[config.mk]
export PLATFORM = sky130hd
export DESIGN_NAME = wb_rr_snoop_arbiter
export DESIGN_NICKNAME = d
export VERILOG_FILES = /design/src/rtl/wb_rr_snoop_arbiter.sv
export SDC_FILE = /design/constraint.sdc
export NUM_CORES = 1
export LEC_CHECK = 0
export BUFFER_PORTS_ARGS = -buffer_cell sky130_fd_sc_hd__buf_2
export CAP_MARGIN = 20
export CORE_AREA = 2 2 192 194
export CTS_BUF_LIST = sky130_fd_sc_hd__clkbuf_4 sky130_fd_sc_hd__clkbuf_8
export DETAILED_ROUTE_END_ITERATION = 8
export DIE_AREA = 0 0 194 196
export GPL_ROUTABILITY_DRIVEN = 0
export PLACE_DENSITY_LB_ADDON = 0.05
export SLEW_MARGIN = 20
export SYNTH_ARGS = -nofsm -noshare
export SYNTH_HDL_FRONTEND = slang
export SYNTH_SLANG_ARGS = --single-unit
[constraint.sdc]
create_clock -name wb_clk_i -period 2.3 [get_ports wb_clk_i]
set_input_delay 0.115 -clock wb_clk_i [delete_from_list [all_inputs] [get_ports wb_clk_i]]
set_output_delay 0.115 -clock wb_clk_i [all_outputs]
set_load 0.01 [all_outputs]
[src/rtl/wb_rr_snoop_arbiter.sv]
// Wishbone B3 N-master to 1-slave round-robin arbiter with write-snoop broadcast.
// Optional bus watchdog enabled by defining WB_ARB_TIMEOUT_EN.
//
// state   | meaning
// --------+--------------------------------------------------------------
// ST_IDLE | no grant; pick next requester after last_idx (round robin)
// ST_BUSY | gnt_idx owns the slave until it drops its m_cyc_i
module wb_rr_snoop_arbiter #(
   parameter int MASTERS = 4,
   parameter int AW      = 32,
   parameter int DW      = 32,
   parameter int TIMEOUT = 255
) (
   input  logic                    wb_clk_i,
   input  logic                    wb_rst_ni,
   input  logic [MASTERS*AW-1:0]   m_adr_i,
   input  logic [MASTERS*DW-1:0]   m_dat_i,
   input  logic [MASTERS*DW/8-1:0] m_sel_i,
   input  logic [MASTERS-1:0]      m_we_i,
   input  logic [MASTERS-1:0]      m_cyc_i,
   input  logic [MASTERS-1:0]      m_stb_i,
   input  logic [MASTERS*3-1:0]    m_cti_i,
   input  logic [MASTERS*2-1:0]    m_bte_i,
   output logic [DW-1:0]           m_dat_o,
   output logic [MASTERS-1:0]      m_ack_o,
   output logic [MASTERS-1:0]      m_err_o,
   output logic [MASTERS-1:0]      m_rty_o,
   output logic [AW-1:0]           s_adr_o,
   output logic [DW-1:0]           s_dat_o,
   output logic [DW/8-1:0]         s_sel_o,
   output logic                    s_we_o,
   output logic                    s_cyc_o,
   output logic                    s_stb_o,
   output logic [2:0]              s_cti_o,
   output logic [1:0]              s_bte_o,
   input  logic [DW-1:0]           s_dat_i,
   input  logic                    s_ack_i,
   input  logic                    s_err_i,
   input  logic                    s_rty_i,
   output logic [MASTERS-1:0]      grant_o,
   output logic [AW-1:0]           snoop_adr_o,
   output logic                    snoop_en_o,
   output logic [$clog2(MASTERS)-1:0] snoop_src_o
);

   localparam int IW = $clog2(MASTERS);
   localparam int SW = DW / 8;

   typedef enum logic {ST_IDLE, ST_BUSY} state_t;

   state_t          state, state_nxt;
   logic [IW-1:0]   gnt_idx, gnt_idx_nxt;
   logic [IW-1:0]   last_idx, last_idx_nxt;
   logic [IW-1:0]   rr_pick;
   logic            rr_found;
   logic            busy;
   logic            to_hit;
   logic            snoop_hit;

   logic [AW-1:0]   g_adr;
   logic [DW-1:0]   g_dat;
   logic [SW-1:0]   g_sel;
   logic            g_we, g_cyc, g_stb;
   logic [2:0]      g_cti;
   logic [1:0]      g_bte;
   logic [MASTERS-1:0] grant_vec;

   assign busy = (state == ST_BUSY);

   // Search starts one past the last owner so every requester is reached within MASTERS grants.
   always_comb begin
      int          cand;
      logic [IW-1:0] cand_idx;
      rr_pick  = last_idx;
      rr_found = 1'b0;
      cand     = 0;
      cand_idx = '0;
      for (int i = 1; i <= MASTERS; i++) begin
         cand = int'(last_idx) + i;
         if (cand >= MASTERS) cand = cand - MASTERS;
         cand_idx = IW'(cand);
         if (!rr_found && m_cyc_i[cand_idx]) begin
            rr_found = 1'b1;
            rr_pick  = cand_idx;
         end
      end
   end

   always_comb begin
      grant_vec = '0;
      if (busy) grant_vec[gnt_idx] = 1'b1;
   end

   always_comb begin
      g_adr = m_adr_i[gnt_idx*AW +: AW];
      g_dat = m_dat_i[gnt_idx*DW +: DW];
      g_sel = m_sel_i[gnt_idx*SW +: SW];
      g_we  = m_we_i[gnt_idx];
      g_cyc = m_cyc_i[gnt_idx];
      g_stb = m_stb_i[gnt_idx];
      g_cti = m_cti_i[gnt_idx*3 +: 3];
      g_bte = m_bte_i[gnt_idx*2 +: 2];
   end

   always_ff @(posedge wb_clk_i or negedge wb_rst_ni) begin
      if (!wb_rst_ni) begin
         state    <= ST_IDLE;
         gnt_idx  <= '0;
         last_idx <= IW'(MASTERS - 1);
      end else begin
         state    <= state_nxt;
         gnt_idx  <= gnt_idx_nxt;
         last_idx <= last_idx_nxt;
      end
   end

   always_comb begin
      state_nxt    = state;
      gnt_idx_nxt  = gnt_idx;
      last_idx_nxt = last_idx;
      case (state)
         ST_IDLE: begin
            if (rr_found) begin
               state_nxt   = ST_BUSY;
               gnt_idx_nxt = rr_pick;
            end
         end
         ST_BUSY: begin
            if (!g_cyc) begin
               state_nxt    = ST_IDLE;
               last_idx_nxt = gnt_idx;
            end
         end
         default: state_nxt = ST_IDLE;
      endcase
   end

   // Slave side is zero whenever nobody owns the bus, so reset drops s_cyc_o without a clock.
   always_comb begin
      s_adr_o = busy ? g_adr : '0;
      s_dat_o = busy ? g_dat : '0;
      s_sel_o = busy ? g_sel : '0;
      s_we_o  = busy & g_we;
      s_cyc_o = busy & g_cyc;
      s_stb_o = busy & g_stb & ~to_hit;
      s_cti_o = busy ? g_cti : 3'b000;
      s_bte_o = busy ? g_bte : 2'b00;
   end

   assign grant_o = grant_vec;
   assign m_dat_o = s_dat_i;
   assign m_ack_o = s_ack_i ? grant_vec : '0;
   assign m_rty_o = s_rty_i ? grant_vec : '0;
   assign m_err_o = (s_err_i | to_hit) ? grant_vec : '0;

`ifdef WB_ARB_TIMEOUT_EN
   logic [15:0] wd_cnt;
   logic        wd_resp;

   assign wd_resp = s_ack_i | s_err_i | s_rty_i;
   // Terminal count is TIMEOUT-1 so the error lands in the TIMEOUT-th stalled cycle.
   assign to_hit  = busy & g_stb & ~wd_resp & (wd_cnt == 16'(TIMEOUT - 1));

   always_ff @(posedge wb_clk_i or negedge wb_rst_ni) begin
      if (!wb_rst_ni) begin
         wd_cnt <= '0;
      end else if (!busy || wd_resp || to_hit) begin
         wd_cnt <= '0;
      end else if (g_stb) begin
         wd_cnt <= wd_cnt + 16'd1;
      end
   end
`else
   logic [15:0] unused_timeout;
   assign unused_timeout = 16'(TIMEOUT);
   assign to_hit         = 1'b0;
`endif

   assign snoop_hit = busy & g_we & g_stb & s_ack_i;

   always_ff @(posedge wb_clk_i or negedge wb_rst_ni) begin
      if (!wb_rst_ni) begin
         snoop_en_o  <= 1'b0;
         snoop_adr_o <= '0;
         snoop_src_o <= '0;
      end else begin
         snoop_en_o <= snoop_hit;
         if (snoop_hit) begin
            snoop_adr_o <= g_adr;
            snoop_src_o <= gnt_idx;
         end
      end
   end

endmodule

==> results.sh, run 1 <==
export IMPL_cts_root_buf="clkbuf_8"
export IMPL_hpwlAfterDp_um=17000
export IMPL_finalSetupViolations=0
export IMPL_synth_cell_types=28
export IMPL_grt_util_met2=0.201
export IMPL_stdcell_area_um2=6900
export IMPL_p_leak_uw=0.00337
export IMPL_p_sw_frac=0.432
export IMPL_die_h_um=196
export IMPL_met3_usage=0.0199
export IMPL_multiInputGateArea_um2=2850
export IMPL_dpl_worst_slack_ns=0.421
export IMPL_cts_num_sinks=40
export IMPL_min_period_ns=2.18
export IMPL_r2r_end="snoop_adr_o[31]"
export IMPL_fin_setup_tns_ns=0
export IMPL_finalWorstSetupSlack_ns=0.122
export IMPL_drive_gt1_frac=0.788
export IMPL_numCtsBuffers=5
export IMPL_holdPathStages=3
export IMPL_endpoint_kind="output port"
export IMPL_crit_required_ns=2.18
export IMPL_grt_use_total=0.101
export IMPL_cts_buffer_depth=2
export IMPL_ys_seq_elements=40
export IMPL_grt_pass1_vias=5149
export IMPL_diodes=0
export IMPL_die_w_um=194
export IMPL_tritoncts="built"
export IMPL_slew_violations=0
export IMPL_path_clk_slew_ns=0.10
export IMPL_port_buffers=435
export IMPL_skew_ns=0.00650
export IMPL_ir_drop_mv=0.491
export IMPL_met1_usage=0.107
export IMPL_power_uw=8050
export IMPL_hold_slack_ns=0.118
export IMPL_die_area_um2=38000
export IMPL_maxCapViolations=0
export IMPL_worstSkewPairLatency_ns=0.31
export IMPL_hold_buffers=1
export IMPL_post_cts_resized=0
export IMPL_grt_pass1_wl_um=29900
export IMPL_p_sw_uw=3480
export IMPL_layout_commonest_cell="buf_2"
export IMPL_r2r_start="gnt_idx[0]"
export IMPL_syn_inst=336
export IMPL_wl_per_cell_um=16.7
export IMPL_grt_max_degree=45
export IMPL_path_cells="buf_12 -> mux4_2 -> and2_1 -> buf_2"
export IMPL_drtIter0Drc=96
export IMPL_pwr_share_clk=0.079
export IMPL_critPathSlowestCell="mux4_2"
export IMPL_hold_viol=0
export IMPL_std_cell_rows=70
export IMPL_slew_headroom=0.630
export IMPL_post_cts_buffers=0
export IMPL_worst_r2r_cell_count=5
export IMPL_pin_count=500
export IMPL_dpl_cell_area_um2=6780
export IMPL_seqCellArea_um2=1010
export IMPL_drc=0
export IMPL_first_pass_iters=4
export IMPL_syn_to_final_growth_pct=60.4
export IMPL_via_count=4426
export IMPL_path_max_fanout=27
export IMPL_rsz0062_at_grt="no"
export IMPL_nFillCells=4083
export IMPL_ant_nets=0
export IMPL_gr_total_overflow=0
export IMPL_hp_class="input pin to register"
export IMPL_status="finished, final reports clean"
export IMPL_synth_nets=677
export IMPL_slowest_delay_ns=0.57
export IMPL_ys_seq_area_frac=0.233
export IMPL_power_density_nw_per_um2=1170
export IMPL_finalNetCount=1068
export IMPL_wirelength_um=20000
export IMPL_top_usage_layer="met2"
export IMPL_tightestPinTransition_ns=0.555
export IMPL_hold_path_end="gnt_idx[1]"
export IMPL_core_um2=36100
export IMPL_layout_common_cells="435 x buf_2, 84 x and2_1, 74 x mux4_2, 37 x mux2_2, 35 x dfrtp_1"
export IMPL_holdCritStartpoint="m_cyc_i[2]"
export IMPL_antenna_found_initial=0
export IMPL_htree_levels=2
export IMPL_regToRegSetupSlack_ns=0.44
export IMPL_syn_area_um2=4300
export IMPL_max_freq_mhz=459
export IMPL_worstPathArrival_ns=2.06
export IMPL_seqPwrFrac=0.167
export IMPL_startpoint_type="register"
export IMPL_via_per_inst=3.70
export IMPL_fin_crit_sh=0.947
export IMPL_cellInternalPower_uw=4580
export IMPL_ys_warn_count=0
export IMPL_criticalPathCategory="register to output port"
export IMPL_start_util=0.119
export IMPL_syn_avg_cell_area_um2=12.8
export IMPL_p_comb_frac=0.754
[synthesized netlist by cell type]
library cell,instances,area [um^2]
a21boi_0,1,7.51
a22oi_1,1,7.51
and2_1,84,526
and3_1,5,31.3
buf_1,4,15.0
buf_2,7,35.0
buf_4,35,263
buf_6,7,78.8
clkbuf_1,10,37.5
dfrtp_1,38,951
dfstp_2,2,52.6
inv_1,4,15.0
mux2_2,37,417
mux2i_1,5,50.1
mux4_2,74,1670
nand2_1,3,11.3
nand2b_1,3,18.8
nor2_1,6,22.5
nor3b_1,1,7.51
nor3b_2,1,12.5
nor4_1,1,6.26
o21ai_0,1,5.00
o21ai_4,1,16.3
o221a_2,1,11.3
o221ai_1,1,8.76
o22ai_2,1,12.5
o41ai_1,1,8.76
or3_1,1,6.26
[how the worst max path moves through the flow]
| stage | slack (ns) | end | start | cells after the start |
|---|---|---|---|---|
| 2_1_floorplan | 0.60 | s_dat_o[10] | gnt_idx[0] | 5 |
| 3_3_place_gp | 0.44 | snoop_adr_o[28] | gnt_idx[0] | 5 |
| 3_5_place_dp | 0.42 | snoop_adr_o[31] | gnt_idx[0] | 5 |
| 4_1_cts | 0.07 | s_adr_o[1] | gnt_idx[0] | 4 |
| 5_1_grt | 0.007 | s_adr_o[21] | gnt_idx[0] | 4 |
| 6_report | 0.12 | s_adr_o[21] | gnt_idx[0] | 4 |
[cell type report]
cell class,count,area share
clock buffer,5,0.00998
clock inverter,3,0.00617
inverter,4,0.00218
multi-input combinational,229,0.414
sequential,40,0.147
tap,468,0.0849
timing repair buffer,447,0.336
[worst max-delay path, delay by kind of cell (launching register included)]
family / cells / cell delay, ns
flip-flops: 1 / 0.55
buffers and inverters: 2 / 0.40
AND/OR/NAND/NOR: 1 / 0.18
multiplexers: 1 / 0.57
[routing by layer]
layer | vias up | part of all wire
met3 | 34 | 0.056
met4 | 0 | 0.017
met2 | 200 | 0.57
met5 | - | 0
li1 | 2022 | -
met1 | 2170 | 0.36
[power groups by stage]
stage / clock, uW / combinational, uW / sequential, uW
6_report: 639 / 6070 / 1350
5_1_grt: 714 / 6630 / 1420
4_1_cts: 692 / 6280 / 1360
3_5_place_dp: 0 / 6260 / 1370
3_3_place_gp: 0 / 6280 / 1370
2_1_floorplan: 0 / 3930 / 1410
[state kept, by name (all words and copies together), names as in the netlist]
register and cells:
snoop_src_o 2, busy 1, last_idx 2, gnt_idx 2
snoop_adr_o 32, snoop_en_o 1
[metrics by stage]
step / utilization / instances
2_1_floorplan: - / 336
3_3_place_gp: 0.188 / 1187
3_5_place_dp: 0.188 / 1187
4_1_cts: 0.191 / 1196
5_1_grt: 0.191 / 1196
6_report: 0.191 / 1196
[cells by family after synthesis]
kind of cell / share of synthesized area
buf+inv: 0.103
mux: 0.496
flops: 0.233
simple gates: 0.149
compound gates: 0.0180
(Power assumes the default switching activity.)
==> inputs of run 2 (changes only) <==
--- a/config.mk
+++ b/config.mk
@@ -9,7 +9,8 @@
 export CAP_MARGIN = 20
-export CORE_AREA = 2 2 192 194
+export CORE_AREA = 2 2 196 198
 export CTS_BUF_LIST = sky130_fd_sc_hd__clkbuf_4 sky130_fd_sc_hd__clkbuf_8
 export DETAILED_ROUTE_END_ITERATION = 8
-export DIE_AREA = 0 0 194 196
+export DIE_AREA = 0 0 198 200
 export GPL_ROUTABILITY_DRIVEN = 0
+export MAX_ROUTING_LAYER = met4
 export PLACE_DENSITY_LB_ADDON = 0.05
--- a/constraint.sdc
+++ b/constraint.sdc
@@ -3,2 +3,2 @@
 set_output_delay 0.115 -clock wb_clk_i [all_outputs]
-set_load 0.01 [all_outputs]
+set_load 0.02 [all_outputs]
==> run 2 against run 1 <==
Effect of this change:
- non-clock buffer count up 4
- combinational power is 18% higher
- wire length increased by 4.1%
- first-iteration DRC count fell by 1.0%
- die area up 4.1%
- worst setup slack gained 0.022 ns
- flip-flop and latch count unchanged
- largest cell class unchanged
- sequential power barely moved
- core utilization is 0.42 points lower
- cell area up 1.3%
==> results.sh, run 2 (synthesis results as in run 1) <==
export IMPL_endpoint_kind="output port"
export IMPL_path_clk_slew_ns=0.09
export IMPL_cts_num_sinks=40
export IMPL_finalSetupViolations=0
export IMPL_htree_levels=2
export IMPL_hpwlAfterDp_um=18000
export IMPL_drive_gt1_frac=0.790
export IMPL_cts_buffer_depth=2
export IMPL_pin_count=500
export IMPL_first_pass_iters=4
export IMPL_skew_ns=0.0143
export IMPL_p_leak_uw=0.00339
export IMPL_port_buffers=435
export IMPL_drc=0
export IMPL_power_uw=9040
export IMPL_wl_met2_um=12000
export IMPL_syn_to_final_growth_pct=62.5
export IMPL_start_util=0.115
export IMPL_critPathCapture="s_dat_o[26]"
export IMPL_nFillCells=4191
export IMPL_layout_common_cells="435 x buf_2, 84 x and2_1, 74 x mux4_2, 37 x mux2_2, 35 x dfrtp_1"
export IMPL_power_density_nw_per_um2=1290
export IMPL_largest_reg_flops=32
export IMPL_antenna_found_initial=0
export IMPL_hold_slack_ns=0.113
export IMPL_dp_cells=1229
export IMPL_dr_max_layer_used="met4"
export IMPL_layout_commonest_cell="buf_2"
export IMPL_core_um2=37400
export IMPL_hp_class="input pin to register"
export IMPL_final_instance_count_excl_fill=1243
export IMPL_fin_crit_sh=0.937
export IMPL_worstSkewPairLatency_ns=0.32
export IMPL_r2r_start="gnt_idx[0]"
export IMPL_grt_pass1_vias=4722
export IMPL_fin_setup_tns_ns=0
export IMPL_wl_met3_um=1170
export IMPL_std_cell_rows=71
export IMPL_min_period_ns=2.16
export IMPL_rsz0062_at_grt="no"
export IMPL_tightestPinTransition_ns=0.740
export IMPL_ir_drop_mv=0.431
export IMPL_grt_pass1_wl_um=28700
export IMPL_criticalPathCategory="register to output port"
export IMPL_worstPathArrival_ns=2.04
export IMPL_drtIter0Drc=95
export IMPL_via_count=4409
export IMPL_drt_met1_wl_um=7370
export IMPL_gr_total_overflow=0
export IMPL_multiInputGateArea_um2=2850
export IMPL_die_area_um2=39600
export IMPL_r2r_end="snoop_adr_o[24]"
export IMPL_numCtsBuffers=5
export IMPL_startpoint_type="register"
export IMPL_maxCapViolations=0
export IMPL_finalNetCount=1072
export IMPL_wirelength_um=20800
export IMPL_regToRegSetupSlack_ns=0.21
export IMPL_die_w_um=198
export IMPL_crit_required_ns=2.18
export IMPL_status="finished, final reports clean"
export IMPL_slew_headroom=0.506
export IMPL_path_max_fanout=42
export IMPL_hold_viol=0
export IMPL_cts_root_buf="clkbuf_8"
export IMPL_slew_violations=0
export IMPL_wl_per_cell_um=16.8
export IMPL_ant_nets=0
export IMPL_via_per_inst=3.55
export IMPL_max_flop_register="snoop_adr_o"
export IMPL_max_freq_mhz=464
export IMPL_critPathLaunch="gnt_idx[0]"
export IMPL_die_h_um=200
export IMPL_tritoncts="built"
export IMPL_worst_r2r_cell_count=7
export IMPL_grt_max_degree=50
export IMPL_diodes=0
export IMPL_grt_use_total=0.0993
export IMPL_seqCellArea_um2=1010
run 2: cell types whose count changed in the layout (fill, tap and decap cells not counted), sizes merged:
cell	previous run	this run
buf	446	450
clkinv	1	3
bufinv	1	0
clkinvlp	1	0
run 2: per-layer routing:
| metal | up-vias | global-route usage |
|---|---|---|
| li1 | 2024 | - |
| met1 | 2165 | 0.105 |
| met2 | 200 | 0.190 |
| met3 | 20 | 0.0180 |
| met4 | 0 | 0.0259 |
| met5 | - | - |
run 2: layout make-up:
cell class              instances  area share
inverters                       4     0.00215
flip-flops and latches         40       0.145
well taps                     511      0.0915
multi-input cells             229       0.408
clock inverters                 3     0.00269
clock buffers                   5     0.00985
repair buffers                451       0.341
run 2: critical path: stages (launching register included):
cell	delay [ns]
dfrtp_4	0.48
buf_16	0.28
mux4_2	0.59
and2_1	0.17
buf_2	0.15
run 2: timing repair:
item / 4_1_cts / 5_1_grt
buffers inserted: 5 / 0
endpoints found under the setup margin: 38 / 0
hold buffers: 1 / 0
endpoints found under the hold margin: 27 / 0
gates resized for setup: 1 / 0
run 2: worst min path at each step:
stage | from | to | slack (ns) | cells past startpoint
5_1_grt | m_cyc_i[2] | gnt_idx[1] | 0.12 | 3
3_3_place_gp | s_dat_i[0] | m_dat_o[0] | 0.23 | 0
2_1_floorplan | wb_rst_ni | busy | -0.18 | 0
6_report | m_cyc_i[2] | gnt_idx[1] | 0.11 | 3
4_1_cts | m_cyc_i[2] | gnt_idx[1] | 0.09 | 3
3_5_place_dp | s_dat_i[0] | m_dat_o[0] | 0.23 | 0
run 2: through the flow:
| stage | cell area, um^2 | setup WS, ns | utilization |
|---|---|---|---|
| after global placement | 6830 | 0.263 | 0.183 |
| after global routing | 6990 | 0.0415 | 0.187 |
| after floorplan | 4300 | 0.561 | - |
| final | 6990 | 0.144 | 0.187 |
| after CTS | 6990 | 0.0880 | 0.187 |
| after detailed placement | 6830 | 0.241 | 0.183 |
run 2: where the power goes:
group,leakage [uW],internal (uW),switching (uW)
Clock,0.0000479,213,303
Sequential,0.000473,1090,281
Combinational,0.00287,3280,3870
Total,0.00339,4580,4460
